**src/rtl/uart_fifo_pkg.sv**
```systemverilog
// Shared definitions for the single-clock UART FIFO.
//   ptr_w()        : pointer width (address bits plus one wrap bit) for a depth
//   fifo_status_t  : packed status word, laid out for direct CSR mapping
package uart_fifo_pkg;

  // Pointer width: log2(depth) address bits plus one wrap bit.
  function automatic int unsigned ptr_w(input int unsigned depth);
    return $clog2(depth) + 1;
  endfunction

  typedef struct packed {
    logic full;
    logic empty;
    logic almost_full;
    logic almost_empty;
    logic overflow;
    logic underflow;
  } fifo_status_t;

endpackage : uart_fifo_pkg

```
**src/rtl/uart_fifo_mem.sv**
```systemverilog
// Simple dual-port register array: one synchronous write port and one
// asynchronous read port. Contents are not reset.
//   clk      : write clock
//   we_i     : write enable
//   waddr_i  : write address
//   wdata_i  : write data
//   raddr_i  : read address
//   rdata_o  : read data, combinational from raddr_i
module uart_fifo_mem #(
  parameter int unsigned WIDTH = 8,
  parameter int unsigned DEPTH = 16
) (
  input  logic                     clk,
  input  logic                     we_i,
  input  logic [$clog2(DEPTH)-1:0] waddr_i,
  input  logic [WIDTH-1:0]         wdata_i,
  input  logic [$clog2(DEPTH)-1:0] raddr_i,
  output logic [WIDTH-1:0]         rdata_o
);

  logic [WIDTH-1:0] mem_q [DEPTH];

  // Write port
  always_ff @(posedge clk) begin
    if (we_i) begin
      mem_q[waddr_i] <= wdata_i;
    end
  end

  // Asynchronous read port
  assign rdata_o = mem_q[raddr_i];

endmodule : uart_fifo_mem

```
**src/rtl/uart_sync_fifo.sv**
```systemverilog
// Single-clock parametrised FIFO between the UART byte engines and the
// register/bus interface, with occupancy count, almost-full/almost-empty
// thresholds and sticky overflow/underflow flags.
//
// Optional feature macro: UART_FIFO_FWFT_EN
//   defined   : first-word-fall-through; data_out shows the head, rvalid = ~empty
//   undefined : registered read; data_out updates and rvalid pulses on a pop
//
// Ports:
//   clk, rst      : clock (rising edge), asynchronous active-high reset
//   wen, data_in  : write request and data
//   ren           : read request (pop acknowledge in FWFT mode)
//   err_clr       : synchronous clear of overflow/underflow (a new error wins)
//   data_out      : read data
//   rvalid        : data_out valid
//   full, empty, almost_full, almost_empty : registered status flags
//   count         : registered occupancy
//   overflow      : sticky, a write was rejected
//   underflow     : sticky, a read was rejected
module uart_sync_fifo
  import uart_fifo_pkg::*;
#(
  parameter int unsigned WIDTH    = 8,
  parameter int unsigned DEPTH    = 16,
  parameter int unsigned AF_LEVEL = DEPTH - 2,
  parameter int unsigned AE_LEVEL = 2
) (
  input  logic                    clk,
  input  logic                    rst,
  input  logic                    wen,
  input  logic [WIDTH-1:0]        data_in,
  input  logic                    ren,
  output logic [WIDTH-1:0]        data_out,
  output logic                    rvalid,
  output logic                    full,
  output logic                    empty,
  output logic                    almost_full,
  output logic                    almost_empty,
  output logic [ptr_w(DEPTH)-1:0] count,
  output logic                    overflow,
  output logic                    underflow,
  input  logic                    err_clr
);

  localparam int unsigned PTR_W  = ptr_w(DEPTH);
  localparam int unsigned ADDR_W = PTR_W - 1;

  logic [PTR_W-1:0] wptr_q, wptr_d;
  logic [PTR_W-1:0] rptr_q, rptr_d;
  logic [PTR_W-1:0] count_q, count_d;
  fifo_status_t     status_q, status_d;
  logic             rd_ok, wr_ok;
  logic [WIDTH-1:0] mem_rdata;

  uart_fifo_mem #(
    .WIDTH (WIDTH),
    .DEPTH (DEPTH)
  ) u_mem (
    .clk     (clk),
    .we_i    (wr_ok),
    .waddr_i (wptr_q[ADDR_W-1:0]),
    .wdata_i (data_in),
    .raddr_i (rptr_q[ADDR_W-1:0]),
    .rdata_o (mem_rdata)
  );

  // Accept decisions use the registered flags; a full FIFO still takes a
  // write when a read frees a slot in the same cycle. No empty bypass.
  always_comb begin
    rd_ok = ren & ~status_q.empty;
    wr_ok = wen & (~status_q.full | rd_ok);
  end

  // Next pointers, occupancy and status
  always_comb begin
    wptr_d   = wptr_q + PTR_W'(wr_ok);
    rptr_d   = rptr_q + PTR_W'(rd_ok);
    count_d  = wptr_d - rptr_d;
    status_d = '0;

    status_d.empty        = (wptr_d == rptr_d);
    status_d.full         = (wptr_d[ADDR_W-1:0] == rptr_d[ADDR_W-1:0]) &&
                            (wptr_d[ADDR_W] != rptr_d[ADDR_W]);
    status_d.almost_full  = (32'(count_d) >= AF_LEVEL);
    status_d.almost_empty = (32'(count_d) <= AE_LEVEL);
    // Sticky errors: a new error in the clearing cycle keeps the flag set.
    status_d.overflow     = (wen & ~wr_ok) | (status_q.overflow  & ~err_clr);
    status_d.underflow    = (ren & ~rd_ok) | (status_q.underflow & ~err_clr);
  end

  // Pointer, count and status registers
  always_ff @(posedge clk or posedge rst) begin
    if (rst) begin
      wptr_q                <= '0;
      rptr_q                <= '0;
      count_q               <= '0;
      status_q              <= '0;
      status_q.empty        <= 1'b1;
      status_q.almost_empty <= 1'b1;
      status_q.almost_full  <= (AF_LEVEL == 0);
    end else begin
      wptr_q   <= wptr_d;
      rptr_q   <= rptr_d;
      count_q  <= count_d;
      status_q <= status_d;
    end
  end

  assign count        = count_q;
  assign full         = status_q.full;
  assign empty        = status_q.empty;
  assign almost_full  = status_q.almost_full;
  assign almost_empty = status_q.almost_empty;
  assign overflow     = status_q.overflow;
  assign underflow    = status_q.underflow;

`ifdef UART_FIFO_FWFT_EN
  // Head word is always visible; masked to zero while empty so reset shows 0.
  assign data_out = status_q.empty ? '0 : mem_rdata;
  assign rvalid   = ~status_q.empty;
`else
  logic [WIDTH-1:0] data_out_q;
  logic             rvalid_q;

  // Registered read: capture the head on a pop, hold otherwise
  always_ff @(posedge clk or posedge rst) begin
    if (rst) begin
      data_out_q <= '0;
      rvalid_q   <= 1'b0;
    end else begin
      rvalid_q <= rd_ok;
      if (rd_ok) begin
        data_out_q <= mem_rdata;
      end
    end
  end

  assign data_out = data_out_q;
  assign rvalid   = rvalid_q;
`endif

endmodule : uart_sync_fifo
```
**config.mk**
```make
export PLATFORM = sky130hd
export DESIGN_NAME = uart_sync_fifo
export DESIGN_NICKNAME = d
export VERILOG_FILES = /design/src/rtl/uart_fifo_pkg.sv /design/src/rtl/uart_fifo_mem.sv /design/src/rtl/uart_sync_fifo.sv
export SDC_FILE = /design/constraint.sdc
export NUM_CORES = 1
export LEC_CHECK = 0
export CORE_AREA = 2 2 105 107
export CTS_BUF_LIST = sky130_fd_sc_hd__clkbuf_2
export DETAILED_ROUTE_END_ITERATION = 16
export DIE_AREA = 0 0 107 109
export PLACE_DENSITY = 0.8
export SYNTH_ARGS = -nofsm -noshare
export SYNTH_HDL_FRONTEND = slang
export SYNTH_SLANG_ARGS = --single-unit
```
**constraint.sdc**
```tcl
create_clock -name clk -period 2.9 [get_ports clk]
set_clock_uncertainty 0.1 [all_clocks]
set_input_delay 0.58 -clock clk [delete_from_list [all_inputs] [get_ports clk]]
set_output_delay 0.58 -clock clk [all_outputs]
set_load 0.02 [all_outputs]
```
==> results of run 1 <==
-- worst max-delay path: stages, from the launching register on --
cell       delay [ps]
dfstp_2           580
nand2b_1          160
inv_1              70
ha_1              200
ha_1              350
inv_1              70
ha_1              290
a21oi_1           150
o21bai_1          100
xor2_1            180
a2111oi_2         290
-- stage by stage --
step | area [µm²] | TNS (ps)
6_report | 7220 | 0
5_1_grt | 7220 | 0
4_1_cts | 7220 | 0
3_5_place_dp | 6950 | -442
3_3_place_gp | 6950 | -311
2_1_floorplan | 6330 | 0
-- final timing paths --
kind,cells after the start,to
max reg2reg,10,almost_empty
max in group asynchronous,3,empty
min reg2reg,1,data_out[5]
min,3,data_out[3]
max,10,almost_empty
min in group clk,2,overflow
-- where the power goes --
group | switching [W] | internal [W] | leakage [nW]
combinational | 0.00159 | 0.00147 | 0.912
sequential | 0.000232 | 0.00289 | 1.52
clock | 0.000715 | 0.000576 | 0.173
-- state kept, by name (all words and copies together), names as in the netlist --
| register | flops |
|---|---|
| almost_empty | 1 |
| almost_full | 1 |
| count | 5 |
| data_out | 8 |
| empty | 1 |
| full | 1 |
| overflow | 1 |
| rptr_q | 5 |
| rvalid | 1 |
| u_mem.mem_q | 128 |
| underflow | 1 |
| wptr_q | 5 |
-- cell usage after synthesis (3+ instances only) --
| cell | count | area share, % |
|---|---|---|
| mux2_2 | 8 | 1.4 |
| edfxtp_1 | 128 | 61 |
| xor2_1 | 6 | 0.83 |
| clkbuf_1 | 8 | 0.47 |
| nand2b_1 | 3 | 0.30 |
| mux4_2 | 16 | 5.7 |
| a221o_1 | 8 | 1.3 |
| o21ai_0 | 4 | 0.32 |
| mux4_1 | 16 | 6.6 |
| nand3_1 | 7 | 0.55 |
| dfrtp_1 | 28 | 11 |
| xnor2_1 | 4 | 0.55 |
| mux2i_1 | 8 | 1.3 |
| nor2_1 | 13 | 0.77 |
| inv_1 | 13 | 0.77 |
| ha_1 | 10 | 2.0 |
| nor3_1 | 13 | 1.0 |
-- kinds of logic after synthesis --
family | synth area share [%]
flip-flops | 72.6
multiplexers | 15.0
AND/OR/NAND/NOR | 3.36
buffers and inverters | 2.51
AO/OA/AOI/OAI | 2.41
XOR/XNOR | 2.15
adder cells (fa/ha/maj) | 1.98
-- routing by layer --
metal,track usage (%),up-vias,part of all wire (%)
met2,36.2,142,51
met5,0,-,0
met1,29.7,1622,41
li1,-,1411,-
met3,5.50,22,6.1
met4,9.28,0,2.3
-- placed cells by master, fill, tap and decap left out, drive strengths merged, types with 2 or more instances in the layout --
cell type,n
edfxtp,128
xnor2,5
dfrtp,28
nand2,2
bufinv,4
nor3,13
ha,10
nor2,13
buf,29
nand3,7
clkinv,3
dfstp,2
mux4,32
mux2,8
nand3b,2
inv,18
nand2b,3
a21oi,2
a221o,8
o21ai,4
mux2i,8
clkbuf,20
clkdlybuf4s50,32
xor2,8
-- layout make-up --
type,count,area share [%]
Multi-Input combinational cell,132,21.9
Inverter,13,0.676
Clock buffer,20,1.39
Clock inverter,12,2.34
Sequential cell,158,63.7
Tap cell,140,2.43
Timing Repair Buffer,61,7.63
==> metrics, run 1 <==
status=complete, no violations; GP Congestion=0.832; Synth Net Count=342; Area Growth Syn to Fin=14.0%; peak supply drop=0.779 mV; Crit Path Class=reg2reg; clock-pin slew on the worst setup and hold paths=210 ps; EDFF count, synth=128; Layout Utilization=68.1%; Core Box Area=10600 µm²; Post-CTS Setup Repair Bufs=0; fin. max-slew vios=0; Final setup viols=0; RSZ-0062 raised after global routing=false; grt total ovfl=0; Post-Route WL=11900 µm; worst setup path startpoint=empty; register-to-register setup slack=280 ps; Die Ht=109 µm; Max-cap violations=0; Yosys warning count=0; vias in the first global route=3257; startpoint types=flop; Via Count=3197; die width=107 µm; 1st-iter DRT viols=253; initial antenna violation count=0; post-synthesis cell area=6330 µm²; Seq/Total Area, Yosys=72.6%; fin crit period=2620 ps; Worst Path Required=3390 ps; pre-CTS setup slack=-154 ps; Longest Clk Path Bufs=2; # IOs=33; fin worst setup slack=277 ps; first-pass detailed-route iteration total=5; initial core utilization=59.7%; Die ar.=11700 µm²; PortBufs=32; area of the multi-input gates=1580 µm²; reg2reg start=empty; DR vias/cell=5.96; Hold WS=127 ps; PnR Total Power=0.00748 W; antenna-violating nets left=0; syn avg cell area=19.9 µm²; final hold vios=0; P_leak=2.60 nW; Worst Setup End Kind=flop; fraction of registers with async set/reset=19.0%; CTS root buffer=clkbuf_2; H-tree depth=4; CTS tree=done; sum of net half-perimeters after detailed placement=7720 µm; Tcrit/Tclk final=90.5%; Post-synth top flop=edfxtp_1; Slew headroom=59.7%; f_max=381 MHz; CTS Hold Bufs=0; clk_lat worst skew=690 ps; fillers=656; Hold Crit Class=in2async; Non-Filler Instances=536; placed insts=504; number of synthesized register bits=158; drt wl/cell=22.2 µm; Critical Path AT=3110 ps; number of inserted diodes=0; first-pass GRT wire length=18400 µm; Num CTS Buffers=17; nets@finish=406; Synth Instances=319; clock sinks=158; FP Rows=38; CP Max Fanout=3; overall routing resource usage=22.4%; Netlist cell types=35; Reg area=4600 µm²; share of post-route cells with drive strength above 1=23.7%; largest net degree at the start of global routing=33; slew of the pin with the lowest slew margin=602 ps; DRC violations left=0; pwr dens=1040 nW/µm²; post-cts resize count=0
Power figures use the tool's default switching activity.
==> inputs of run 2 (changes only) <==
--- a/config.mk
+++ b/config.mk
@@ -5,6 +5,7 @@
 export SDC_FILE = /design/constraint.sdc
 export NUM_CORES = 1
 export LEC_CHECK = 0
+export CAP_MARGIN = 30
 export CORE_AREA = 2 2 105 107
 export CTS_BUF_LIST = sky130_fd_sc_hd__clkbuf_2
 export DETAILED_ROUTE_END_ITERATION = 16
==> results of run 2 <==
Same layout as run 1: the final DEF is identical, and so are final timing and power.
==> inputs of run 3 (changes only) <==
--- a/config.mk
+++ b/config.mk
@@ -5,11 +5,13 @@
 export SDC_FILE = /design/constraint.sdc
 export NUM_CORES = 1
 export LEC_CHECK = 0
+export ABC_AREA = 1
 export CAP_MARGIN = 30
-export CORE_AREA = 2 2 105 107
+export CORE_AREA = 2 2 108 110
 export CTS_BUF_LIST = sky130_fd_sc_hd__clkbuf_2
 export DETAILED_ROUTE_END_ITERATION = 16
-export DIE_AREA = 0 0 107 109
+export DIE_AREA = 0 0 110 112
+export GPL_ROUTABILITY_DRIVEN = 0
 export PLACE_DENSITY = 0.8
 export SYNTH_ARGS = -nofsm -noshare
 export SYNTH_HDL_FRONTEND = slang
==> run 3 against run 2 <==
Net effect:
- design area up 5.2%
- hold slack worse by 30 ps
- critical path depth decreased by 9
- largest power group is now combinational cells
- wire length is 22% higher
- setup slack lost 4.4 ps
- critical path type is now reg2out
- non-clock buffer count increased by 7
- critical endpoint is now empty
- core utilization is 0.10 points lower
- clock power is 14% lower
- sequential power is 2% lower
- first-iteration DRC count up 130%
- power is 6.8% higher
- via count rose by 47%
==> metrics, run 3 <==
status=complete, no violations; die width=110 µm; GR met1 Demand/Resource=36.7%; Final setup viols=0; Tcrit/Tclk final=90.6%; fraction of registers with async set/reset=19.0%; PortBufs=32; Critical Path AT=1950 ps; fillers=817; Hold Crit Class=in2async; initial core utilization=60.4%; post-synthesis cell area=6750 µm²; 1st-iter DRT viols=574; slew of the pin with the lowest slew margin=705 ps; Most flops, register=u_mem.mem_q; Post-CTS Setup Repair Bufs=0; Seq/Total Area, Yosys=68.1%; Layout Utilization=68.0%; fin area=7600 µm²; Core Box Area=11200 µm²; P_leak=3.11 nW; Worst Setup End Kind=output port; Post-Route WL=14500 µm; share of post-route cells with drive strength above 1=14.0%; Longest Clk Path Bufs=2; clock sinks=158; vias in the first global route=4595; CP top delay family=flip-flops; placed cell area=7370 µm²; pwr dens=1050 nW/µm²; clk_lat worst skew=720 ps; first-pass detailed-route iteration total=5; syn avg cell area=10.9 µm²; startpoint types=flop; grt met2 use=40.5%; critical path's largest stage delay=620 ps; Area Growth Syn to Fin=12.6%; CP cell instances=clkdlybuf4s50_1; clock group share of total power=13.9%; RSZ-0062 raised after global routing=false; DR vias/cell=5.60; Yosys warning count=0; Slew headroom=53.0%; number of synthesized register bits=158; CP Max Fanout=3; GRT met3 Usage=5.09%; worst path bufs/invs=1; largest net degree at the start of global routing=66; fin worst setup slack=272 ps; EDFF count, synth=128; Yosys top cell area share=57.0%; H-tree depth=4; worst setup path startpoint=empty; fin crit period=2630 ps; commonest non-fill, non-tap cell in the layout=nand2_1; Synth Instances=620; Yosys top cell by area=edfxtp_1; grt total ovfl=0; overall routing resource usage=25.9%; Max-cap violations=0; final hold vios=0; most frequent cell after synthesis=nand2_1; Worst Path Required=2220 ps; PnR Total Power=0.00799 W; Cell Int Power=0.00452 W; Sw Ratio=43.4%; initial antenna violation count=0; fin. max-slew vios=0; # IOs=33; Via Count=4689; DRC violations left=0; sum of net half-perimeters after detailed placement=9530 µm; reg2reg start=empty; FP Rows=39; Die ar.=12300 µm²; Die Ht=112 µm; first-pass GRT wire length=23600 µm; clock-pin slew on the worst setup and hold paths=220 ps; Num CTS Buffers=17; Hold WS=96.5 ps; pre-CTS setup slack=-233 ps; f_max=381 MHz; CTS Hold Bufs=0; Netlist cell types=30; antenna-violating nets left=0; sequential power share=38.3%; Largest register FFs=128; post-cts resize count=0; Switching Power=0.00346 W; most frequent cells in the layout=nand2_1, edfxtp_1, nand3_1; drt wl/cell=17.3 µm; Post-synth top flop=edfxtp_1; commonest cells in the netlist=nand2_1, edfxtp_1, nand3_1; Synth Net Count=643; CTS tree=done; Top Usage Layer GRT=met2; CP max stage cell=dfstp_2; nets@finish=704; combinational fraction of design power=47.7%; Crit Path Class=reg2out; ranking of synthesized cells by area=edfxtp_1, nand2_1, dfrtp_1; CTS root buffer=clkbuf_2; peak supply drop=0.939 mV; number of inserted diodes=0
## run 3: changes by cell type after synthesis, moves of 7 or more
cell	previous run	this run
mux4_1	16	0
nand3_1	7	108
nor3_1	13	1
buf_4	2	9
mux4_2	16	0
nor2_1	13	22
a221o_1	8	0
mux2i_1	8	0
nand2_2	0	9
nand2_1	2	236
buf_2	2	11
mux2_2	8	0
inv_1	13	21
## run 3: cells by family (layout without fill, tap and decap cells)
logic type | count (synthesis) | after routing | synth area share (%)
simple gates | 390 | 390 | 25.0
flops | 158 | 158 | 68.1
buf+inv | 53 | 127 | 3.91
fa+ha+maj | 10 | 10 | 1.85
compound gates | 6 | 6 | 0.686
xor+xnor | 3 | 3 | 0.389
## run 3: final timing paths
check | cells after the start | slack (ps) | to
setup reg to reg | 12 | 290 | almost_empty
hold reg to reg | 2 | 420 | data_out[0]
hold / removal | 3 | 100 | full
min in group clk | 3 | 340 | underflow
max in group asynchronous | 3 | 2280 | almost_empty
setup / recovery | 1 | 270 | empty
## run 3: final cells by class
type	count	area, µm²	share of cell area (%)
clock inverters	15	140	1.84
flip-flops and latches	158	4600	60.5
well taps	143	179	2.36
clock buffers	17	85.1	1.12
multi-input cells	409	1890	24.9
inverters	27	104	1.37
repair buffers	68	603	7.94
## run 3: per-layer routing
metal,part of all wire (%),wire length (µm)
met5,0,0
met4,1.6,236
met3,7.6,1100
met2,50,7190
met1,41,5970
## run 3: power groups by stage
stage | registers (W) | logic, W | clock network, W
finish | 0.00306 | 0.00381 | 0.00111
global route | 0.00310 | 0.00423 | 0.00122
CTS | 0.00306 | 0.00377 | 0.00113
detailed placement | 0.00311 | 0.00374 | 0
global placement | 0.00309 | 0.00361 | 0
floorplan | 0.00315 | 0.00247 | 0
## run 3: stage by stage
stage / instances / setup TNS (ps)
6_report: 837 / 0
5_1_grt: 837 / 0
4_1_cts: 837 / 0
3_5_place_dp: 805 / -781
3_3_place_gp: 805 / -393
2_1_floorplan: 620 / 0
